[src/rtl/reject_sample_ctrl_if.sv]
// Bundle of the control, random-word, sampler and coefficient-stream signals
// around the rejection-sampler sequencer.
interface reject_sample_ctrl_if #(
  parameter int LANES     = 4,
  parameter int CAND_BITS = 12,
  parameter int N_COEFF   = 256
);
  localparam int IW = $clog2(N_COEFF);

  logic                       start;
  logic [15:0]                q_cfg;
  logic                       busy;
  logic                       done;

  logic                       rnd_tvalid;
  logic                       rnd_tready;
  logic [LANES*CAND_BITS-1:0] rnd_tdata;

  logic                       smp_valid;
  logic [LANES*CAND_BITS-1:0] smp_cand;
  logic [15:0]                smp_q;
  logic [LANES-1:0]           smp_acc;
  logic [LANES*CAND_BITS-1:0] smp_data;

  logic                       coef_tvalid;
  logic                       coef_tready;
  logic [CAND_BITS-1:0]       coef_tdata;
  logic [IW-1:0]              coef_index;
  logic                       coef_tlast;

  modport master (
    input  start, q_cfg, rnd_tvalid, rnd_tdata, smp_acc, smp_data, coef_tready,
    output busy, done, rnd_tready, smp_valid, smp_cand, smp_q,
           coef_tvalid, coef_tdata, coef_index, coef_tlast
  );

  modport slave (
    output start, q_cfg, rnd_tvalid, rnd_tdata, smp_acc, smp_data, coef_tready,
    input  busy, done, rnd_tready, smp_valid, smp_cand, smp_q,
           coef_tvalid, coef_tdata, coef_index, coef_tlast
  );
endinterface

[src/rtl/reject_sample_ctrl.sv]
// Rejection-sampler sequencer: credit-gated issue of random words, token-tracked
// sampler returns, in-order lane compaction into a coefficient FIFO.
module reject_sample_ctrl #(
  parameter int LANES      = 4,
  parameter int CAND_BITS  = 12,
  parameter int N_COEFF    = 256,
  parameter int SMP_LAT    = 3,
  parameter int FIFO_DEPTH = 16
) (
  input logic                 clk,
  input logic                 rst,
  reject_sample_ctrl_if.master bus
);
  localparam int CW = $clog2(N_COEFF) + 1;
  localparam int IW = $clog2(N_COEFF);
  localparam int PW = $clog2(FIFO_DEPTH);
  localparam int FW = PW + 1;
  localparam int NW = $clog2(LANES + 1);
  localparam int TW = $clog2(SMP_LAT + 2);

  typedef enum logic [1:0] {IDLE, RUN, DRAIN, FLUSH} state_e;

  state_e                     state_q;
  logic [CW-1:0]              acc_cnt_q, acc_cnt_d;
  logic [CW-1:0]              out_cnt_q, out_cnt_d;
  logic [15:0]                q_q;
  logic                       busy_q, done_q;
  logic                       smp_valid_q;
  logic [LANES*CAND_BITS-1:0] smp_cand_q;
  logic [SMP_LAT-1:0]         tok_q;
  logic [CAND_BITS-1:0]       mem_q [FIFO_DEPTH];
  logic [PW-1:0]              rd_ptr_q, wr_ptr_q;
  logic [FW-1:0]              fifo_cnt_q, fifo_cnt_d;

  logic [TW-1:0]              inflight;
  logic [FW-1:0]              fifo_free;
  logic                       issue_ok, xfer, tap, pop, fifo_nempty;
  logic [CW-1:0]              remaining;
  logic [NW-1:0]              n_wr;
  logic [LANES-1:0]           wr_en;
  logic [NW-1:0]              wr_off [LANES];

  // Credit check: every issued-but-unreturned word may still land LANES entries.
  always_comb begin
    inflight = TW'(smp_valid_q);
    for (int i = 0; i < SMP_LAT; i++) begin
      inflight = inflight + TW'(tok_q[i]);
    end
  end

  assign fifo_free   = FW'(FIFO_DEPTH) - fifo_cnt_q;
  assign issue_ok    = (state_q == RUN) &&
                       (32'(fifo_free) >= 32'(LANES) * (32'(inflight) + 32'd1)) &&
                       (acc_cnt_q < CW'(N_COEFF));
  assign xfer        = bus.rnd_tvalid & issue_ok;
  assign tap         = tok_q[SMP_LAT-1];
  assign fifo_nempty = (fifo_cnt_q != '0);
  assign pop         = fifo_nempty & bus.coef_tready;
  assign remaining   = CW'(N_COEFF) - acc_cnt_q;

  // Accepted lanes take consecutive FIFO slots in lane order, capped at the
  // number of coefficients still missing from the polynomial.
  always_comb begin
    n_wr  = '0;
    wr_en = '0;
    for (int i = 0; i < LANES; i++) begin
      wr_off[i] = n_wr;
      if (tap && bus.smp_acc[i] && (CW'(n_wr) < remaining)) begin
        wr_en[i] = 1'b1;
        n_wr     = n_wr + NW'(1);
      end
    end
  end

  assign acc_cnt_d  = acc_cnt_q + CW'(n_wr);
  assign out_cnt_d  = out_cnt_q + CW'(pop);
  assign fifo_cnt_d = fifo_cnt_q + FW'(n_wr) - FW'(pop);

  always_ff @(posedge clk) begin
    if (rst) begin
      state_q     <= IDLE;
      acc_cnt_q   <= '0;
      out_cnt_q   <= '0;
      q_q         <= '0;
      busy_q      <= 1'b0;
      done_q      <= 1'b0;
      smp_valid_q <= 1'b0;
      smp_cand_q  <= '0;
      tok_q       <= '0;
      rd_ptr_q    <= '0;
      wr_ptr_q    <= '0;
      fifo_cnt_q  <= '0;
    end else begin
      done_q      <= 1'b0;
      smp_valid_q <= xfer;
      if (xfer) smp_cand_q <= bus.rnd_tdata;
      tok_q[0] <= smp_valid_q;
      for (int i = 1; i < SMP_LAT; i++) begin
        tok_q[i] <= tok_q[i-1];
      end
      acc_cnt_q  <= acc_cnt_d;
      out_cnt_q  <= out_cnt_d;
      wr_ptr_q   <= wr_ptr_q + PW'(n_wr);
      rd_ptr_q   <= rd_ptr_q + PW'(pop);
      fifo_cnt_q <= fifo_cnt_d;
      case (state_q)
        IDLE: begin
          if (bus.start) begin
            state_q   <= RUN;
            q_q       <= bus.q_cfg;
            acc_cnt_q <= '0;
            out_cnt_q <= '0;
            busy_q    <= 1'b1;
          end
        end
        RUN: begin
          if (acc_cnt_q == CW'(N_COEFF)) state_q <= DRAIN;
        end
        DRAIN: begin
          if (inflight == '0) state_q <= FLUSH;
        end
        FLUSH: begin
          if (out_cnt_q == CW'(N_COEFF)) begin
            state_q <= IDLE;
            busy_q  <= 1'b0;
            done_q  <= 1'b1;
          end
        end
        default: state_q <= IDLE;
      endcase
    end
  end

  always_ff @(posedge clk) begin
    for (int i = 0; i < LANES; i++) begin
      if (wr_en[i]) mem_q[wr_ptr_q + PW'(wr_off[i])] <= bus.smp_data[i*CAND_BITS +: CAND_BITS];
    end
  end

  always_ff @(posedge clk) begin
    if (!rst) begin
      assert (32'(fifo_cnt_q) + 32'(n_wr) <= 32'(FIFO_DEPTH) + 32'(pop));
    end
  end

  assign bus.busy        = busy_q;
  assign bus.done        = done_q;
  assign bus.rnd_tready  = issue_ok;
  assign bus.smp_valid   = smp_valid_q;
  assign bus.smp_cand    = smp_cand_q;
  assign bus.smp_q       = q_q;
  assign bus.coef_tvalid = fifo_nempty;
  assign bus.coef_tdata  = fifo_nempty ? mem_q[rd_ptr_q] : '0;
  assign bus.coef_index  = out_cnt_q[IW-1:0];
  assign bus.coef_tlast  = (out_cnt_q == CW'(N_COEFF - 1));
endmodule

[src/flat_wrapper.sv]
// flat-port wrapper written by rule: the top's interface ports become plain ports
module reject_sample_ctrl_flat 
#(
  parameter int LANES      = 4,
  parameter int CAND_BITS  = 12,
  parameter int N_COEFF    = 256,
  parameter int SMP_LAT    = 3,
  parameter int FIFO_DEPTH = 16
)
  (clk, rst, bus_start, bus_q_cfg, bus_rnd_tvalid, bus_rnd_tdata, bus_smp_acc, bus_smp_data, bus_coef_tready, bus_busy, bus_done, bus_rnd_tready, bus_smp_valid, bus_smp_cand, bus_smp_q, bus_coef_tvalid, bus_coef_tdata, bus_coef_index, bus_coef_tlast);
  reject_sample_ctrl_if #(.LANES(LANES), .CAND_BITS(CAND_BITS), .N_COEFF(N_COEFF)) bus_i ();
  input logic clk;
  input logic rst;
  input wire logic [$bits(bus_i.start)-1:0] bus_start;
  input wire logic [$bits(bus_i.q_cfg)-1:0] bus_q_cfg;
  input wire logic [$bits(bus_i.rnd_tvalid)-1:0] bus_rnd_tvalid;
  input wire logic [$bits(bus_i.rnd_tdata)-1:0] bus_rnd_tdata;
  input wire logic [$bits(bus_i.smp_acc)-1:0] bus_smp_acc;
  input wire logic [$bits(bus_i.smp_data)-1:0] bus_smp_data;
  input wire logic [$bits(bus_i.coef_tready)-1:0] bus_coef_tready;
  output wire logic [$bits(bus_i.busy)-1:0] bus_busy;
  output wire logic [$bits(bus_i.done)-1:0] bus_done;
  output wire logic [$bits(bus_i.rnd_tready)-1:0] bus_rnd_tready;
  output wire logic [$bits(bus_i.smp_valid)-1:0] bus_smp_valid;
  output wire logic [$bits(bus_i.smp_cand)-1:0] bus_smp_cand;
  output wire logic [$bits(bus_i.smp_q)-1:0] bus_smp_q;
  output wire logic [$bits(bus_i.coef_tvalid)-1:0] bus_coef_tvalid;
  output wire logic [$bits(bus_i.coef_tdata)-1:0] bus_coef_tdata;
  output wire logic [$bits(bus_i.coef_index)-1:0] bus_coef_index;
  output wire logic [$bits(bus_i.coef_tlast)-1:0] bus_coef_tlast;
  assign bus_i.start = bus_start;
  assign bus_i.q_cfg = bus_q_cfg;
  assign bus_i.rnd_tvalid = bus_rnd_tvalid;
  assign bus_i.rnd_tdata = bus_rnd_tdata;
  assign bus_i.smp_acc = bus_smp_acc;
  assign bus_i.smp_data = bus_smp_data;
  assign bus_i.coef_tready = bus_coef_tready;
  assign bus_busy = bus_i.busy;
  assign bus_done = bus_i.done;
  assign bus_rnd_tready = bus_i.rnd_tready;
  assign bus_smp_valid = bus_i.smp_valid;
  assign bus_smp_cand = bus_i.smp_cand;
  assign bus_smp_q = bus_i.smp_q;
  assign bus_coef_tvalid = bus_i.coef_tvalid;
  assign bus_coef_tdata = bus_i.coef_tdata;
  assign bus_coef_index = bus_i.coef_index;
  assign bus_coef_tlast = bus_i.coef_tlast;
  reject_sample_ctrl #(.LANES(LANES), .CAND_BITS(CAND_BITS), .N_COEFF(N_COEFF), .SMP_LAT(SMP_LAT), .FIFO_DEPTH(FIFO_DEPTH)) u_core (.clk(clk), .rst(rst), .bus(bus_i));
endmodule
[config.mk]
export PLATFORM = sky130hd
export DESIGN_NAME = reject_sample_ctrl_flat
export DESIGN_NICKNAME = d
export VERILOG_FILES = /design/src/rtl/reject_sample_ctrl_if.sv /design/src/rtl/reject_sample_ctrl.sv /design/src/flat_wrapper.sv
export SDC_FILE = /design/constraint.sdc
export NUM_CORES = 1
export LEC_CHECK = 0
export ABC_AREA = 0
export CAP_MARGIN = 20
export CORE_MARGIN = 2
export CORE_UTILIZATION = 40
export DETAILED_ROUTE_END_ITERATION = 6
export SLEW_MARGIN = 0
export SYNTH_ARGS = -nofsm -noshare
export SYNTH_HDL_FRONTEND = slang
export SYNTH_SLANG_ARGS = --single-unit
[constraint.sdc]
create_clock -name clk -period 6.68 [get_ports clk]
set_input_delay 1.002 -clock clk [delete_from_list [all_inputs] [get_ports clk]]
set_output_delay 1.002 -clock clk [all_outputs]
set_load 0.02 [all_outputs]
==> flow_summary.json <==
{
  "ant_nets": 0,
  "synth.cell_area_um2": 19800,
  "fin_tns_setup_ps": 0,
  "synth_cell_types": 66,
  "skew_ps": 10.6,
  "crit_type": "reg2reg",
  "period_needed_ps": 6220,
  "drt_wl_total_um": 78600,
  "dr.pass1.iters": 7,
  "synth_edf_count": 192,
  "rr_worst_depth": 23,
  "tightest_slew_ps": 1170,
  "numCtsBuffers": 37,
  "rows": 81,
  "syn_inst": 2206,
  "grt_usage": 0.302,
  "area_growth_pct": 18.5,
  "swShare": 0.314,
  "pwr-share-clk": 0.333,
  "hold_depth": 2,
  "crit_chain": "inv_1 > ha_1 > nand2b_1 > nor4_1 > ha_1 > a221oi_2 > nand2_1 > o311ai_2 > ha_1 > nor2b_1 > nor2_2 > a21oi_1 > or3_4 > nand2_1 > xnor2_2 > ha_1 > inv_1 > fa_1 > nor3b_1 > nand2_1 > or3_1 > o21ai_0 > o21ai_0",
  "htreeDepth": 2,
  "gp_congestion": 1.00,
  "maxCapViolations": 0,
  "cp.required_ps": 6910,
  "cts_sinks": 295,
  "vias": 19300,
  "synth_seq_cells": 295,
  "wl_per_cell_um": 26.5,
  "comb_power_share": 0.297,
  "clkLatencyLatePin_ps": 560,
  "synthArstFlopShare": 0,
  "synth_area_leaders": "edfxtp_1, dfxtp_1, o21ai_0",
  "core_region_area_um2": 49000,
  "synth-main-ff-cell": "edfxtp_1",
  "grt_pass1_vias": 17800,
  "start_util": 0.405,
  "drv_slew": 0,
  "slowest_delay_ps": 630,
  "syn_avg_cell_area_um2": 9.00,
  "dp_cells": 2896,
  "status": "complete, but fails checks",
  "synthDominantCellAreaShare": 0.290,
  "cts_tree": "done",
  "seqPwrFrac": 0.370,
  "cts_root_buf": "clkbuf_16",
  "period_share": 0.931,
  "p_leak_nw": 7.91,
  "final_cell_mix": "o21ai_0, nand2_1, clkdlybuf4s50_1",
  "pin_count": 211,
  "dieWidth_um": 227,
  "worst_slack_ps": 462,
  "grt_antenna_before_repair": 1,
  "hold_buffers": 0,
  "cp_max_fo": 12,
  "yosys.area.top_type": "edfxtp_1",
  "viasPerCell": 6.52,
  "arrival_ps": 6450,
  "remaining_drc_errors": 1,
  "die_area_um2": 51400,
  "slowest_stage": "or3_1",
  "final_util": 0.481,
  "post_route_cells_drive_above_1_share": 0.104,
  "crit_path_end_kind": "flop",
  "post-place-ws_ps": 239,
  "p_int_mw": 4.05,
  "mostFrequentLayoutCell": "o21ai_0",
  "setup_violations": 0,
  "yosysWarningCount": 0,
  "power_density_nw_per_um2": 251,
  "violations": "design-rule violations",
  "clk_pin_slew_ps": 60,
  "grt_max_degree": 195,
  "critPathMostFrequentCell": "ha_1",
  "grt_pass1_wl_um": 116000,
  "dp_hpwl_um": 55000,
  "ir_drop_uv": 129,
  "die-height_um": 227,
  "ff2ff_setup_slack_ps": 460,
  "hp-class": "reg2reg",
  "port_buffers": 210,
  "hold_end": "u_core.bus.smp_q[12]",
  "start_kind": "flop",
  "first_iter_violations": 3152,
  "fin_cells": 2963,
  "reg2reg_from": "u_core.acc_cnt_q[1]",
  "hold_viol": 0,
  "grt-ovfl-total": 0,
  "ys_seq_area_frac": 0.394,
  "clk_path_buf_depth": 3,
  "max_freq_mhz": 161,
  "syn-num-nets": 2375,
  "r2r-end": "u_core.mem_q[4][8]",
  "nets": 2441,
  "p_sw_mw": 1.85,
  "min_from": "u_core.bus.smp_q[12]",
  "max_slew_margin": 0.213
}
[state kept, by name (all words and copies together), names as in the netlist]
register              flops
u_core.bus.done           1
u_core.bus.smp_cand      48
u_core.state_q            2
u_core.bus.busy           1
u_core.rd_ptr_q           4
u_core.out_cnt_q          9
u_core.fifo_cnt_q         5
u_core.tok_q              3
u_core.wr_ptr_q           4
u_core.mem_q            192
u_core.bus.smp_q         16
u_core.acc_cnt_q          9
u_core.bus.smp_valid      1
[per-layer routing]
layer / part of all wire / up-vias / wire [um] / track usage
li1: - / 8399 / - / -
met2: 0.43 / 1440 / 33600 / 0.440
met1: 0.41 / 9317 / 31900 / 0.428
met3: 0.14 / 150 / 11200 / 0.0991
met4: 0.023 / 2 / 1810 / 0.0781
met5: 0.00075 / - / 59 / 0.00880
[power by group through the flow]
stage	clock network, mW	logic [mW]	registers [mW]
after floorplan	0	1.04	2.23
after global placement	0	1.71	2.22
after detailed placement	0	1.73	2.22
after CTS	2.00	1.74	2.19
after global routing	2.06	1.88	2.21
final	1.96	1.75	2.18
[cells by family (layout without fill, tap and decap cells)]
| kind of cell | Yosys count | count (layout) | share of synthesized area |
|---|---|---|---|
| other | 0 | 1 | 0 |
| and+or+nand+nor | 684 | 684 | 0.154 |
| AOI/OAI and AO/OA | 752 | 752 | 0.251 |
| buffers and inverters | 286 | 378 | 0.0602 |
| DFF | 295 | 295 | 0.394 |
| muxes | 111 | 111 | 0.0939 |
| xor gates and xnor gates | 30 | 30 | 0.0132 |
| adders and majority gates | 48 | 48 | 0.0325 |
[worst max-delay path, delay by kind of cell, from the launching register on]
family,cells,cell delay (ps)
and+or+nand+nor,10,2140
xor gates and xnor gates,1,280
buffers and inverters,2,190
AOI/OAI and AO/OA,5,1270
adders and majority gates,5,1670
DFF,1,360
[Yosys cell counts (all sizes together), types with 8 or more instances]
| cell type | instances |
|---|---|
| and2 | 21 |
| a211oi | 62 |
| o21ai | 416 |
| clkbuf | 168 |
| nor2 | 155 |
| nand4 | 12 |
| nand2 | 304 |
| nor3 | 94 |
| o211ai | 8 |
| or3 | 31 |
| nand3 | 26 |
| mux4 | 60 |
| inv | 37 |
| ha | 42 |
| xor2 | 12 |
| buf | 81 |
| nor2b | 18 |
| o31ai | 65 |
| a21oi | 32 |
| dfxtp | 103 |
| o311a | 132 |
| xnor2 | 18 |
| mux2i | 50 |
| edfxtp | 192 |
[per-stage QoR]
step	instance area [um2]	power, mW	hold slack, ps
after CTS	23400	5.92	456
after global routing	23500	6.15	480
after detailed placement	22300	3.95	448
after floorplan	19800	3.27	442
after global placement	22300	3.93	442
final	23500	5.90	453
[final cells by class]
type / count / area [um2]
multi-input combinational: 1625 / 10900
clock buffer: 59 / 1130
timing repair buffer: 276 / 2610
fill: 4607 / 25400
clock inverter: 6 / 32.5
sequential: 295 / 7830
inverter: 37 / 139
tap: 664 / 831
antenna: 1 / 2.50
[timing repair]
action | CTS | global route
endpoints found under the setup margin | 0 | 366
setup buffers | 0 | 1
resized for setup | 0 | 13
[worst max path at each step]
stage / start / end / slack (ps) / cells past startpoint
3_5_place_dp: u_core.acc_cnt_q[1] / u_core.mem_q[4][8] / 240 / 23
3_3_place_gp: u_core.acc_cnt_q[1] / u_core.mem_q[4][8] / 390 / 23
2_1_floorplan: u_core.acc_cnt_q[4] / u_core.fifo_cnt_q[4] / 240 / 31
6_report: u_core.acc_cnt_q[1] / u_core.mem_q[4][8] / 460 / 23
4_1_cts: u_core.acc_cnt_q[1] / u_core.mem_q[4][8] / 190 / 23
5_1_grt: u_core.acc_cnt_q[1] / u_core.acc_cnt_q[8] / -70 / 31
No activity file was read; power rests on OpenSTA's default activity.
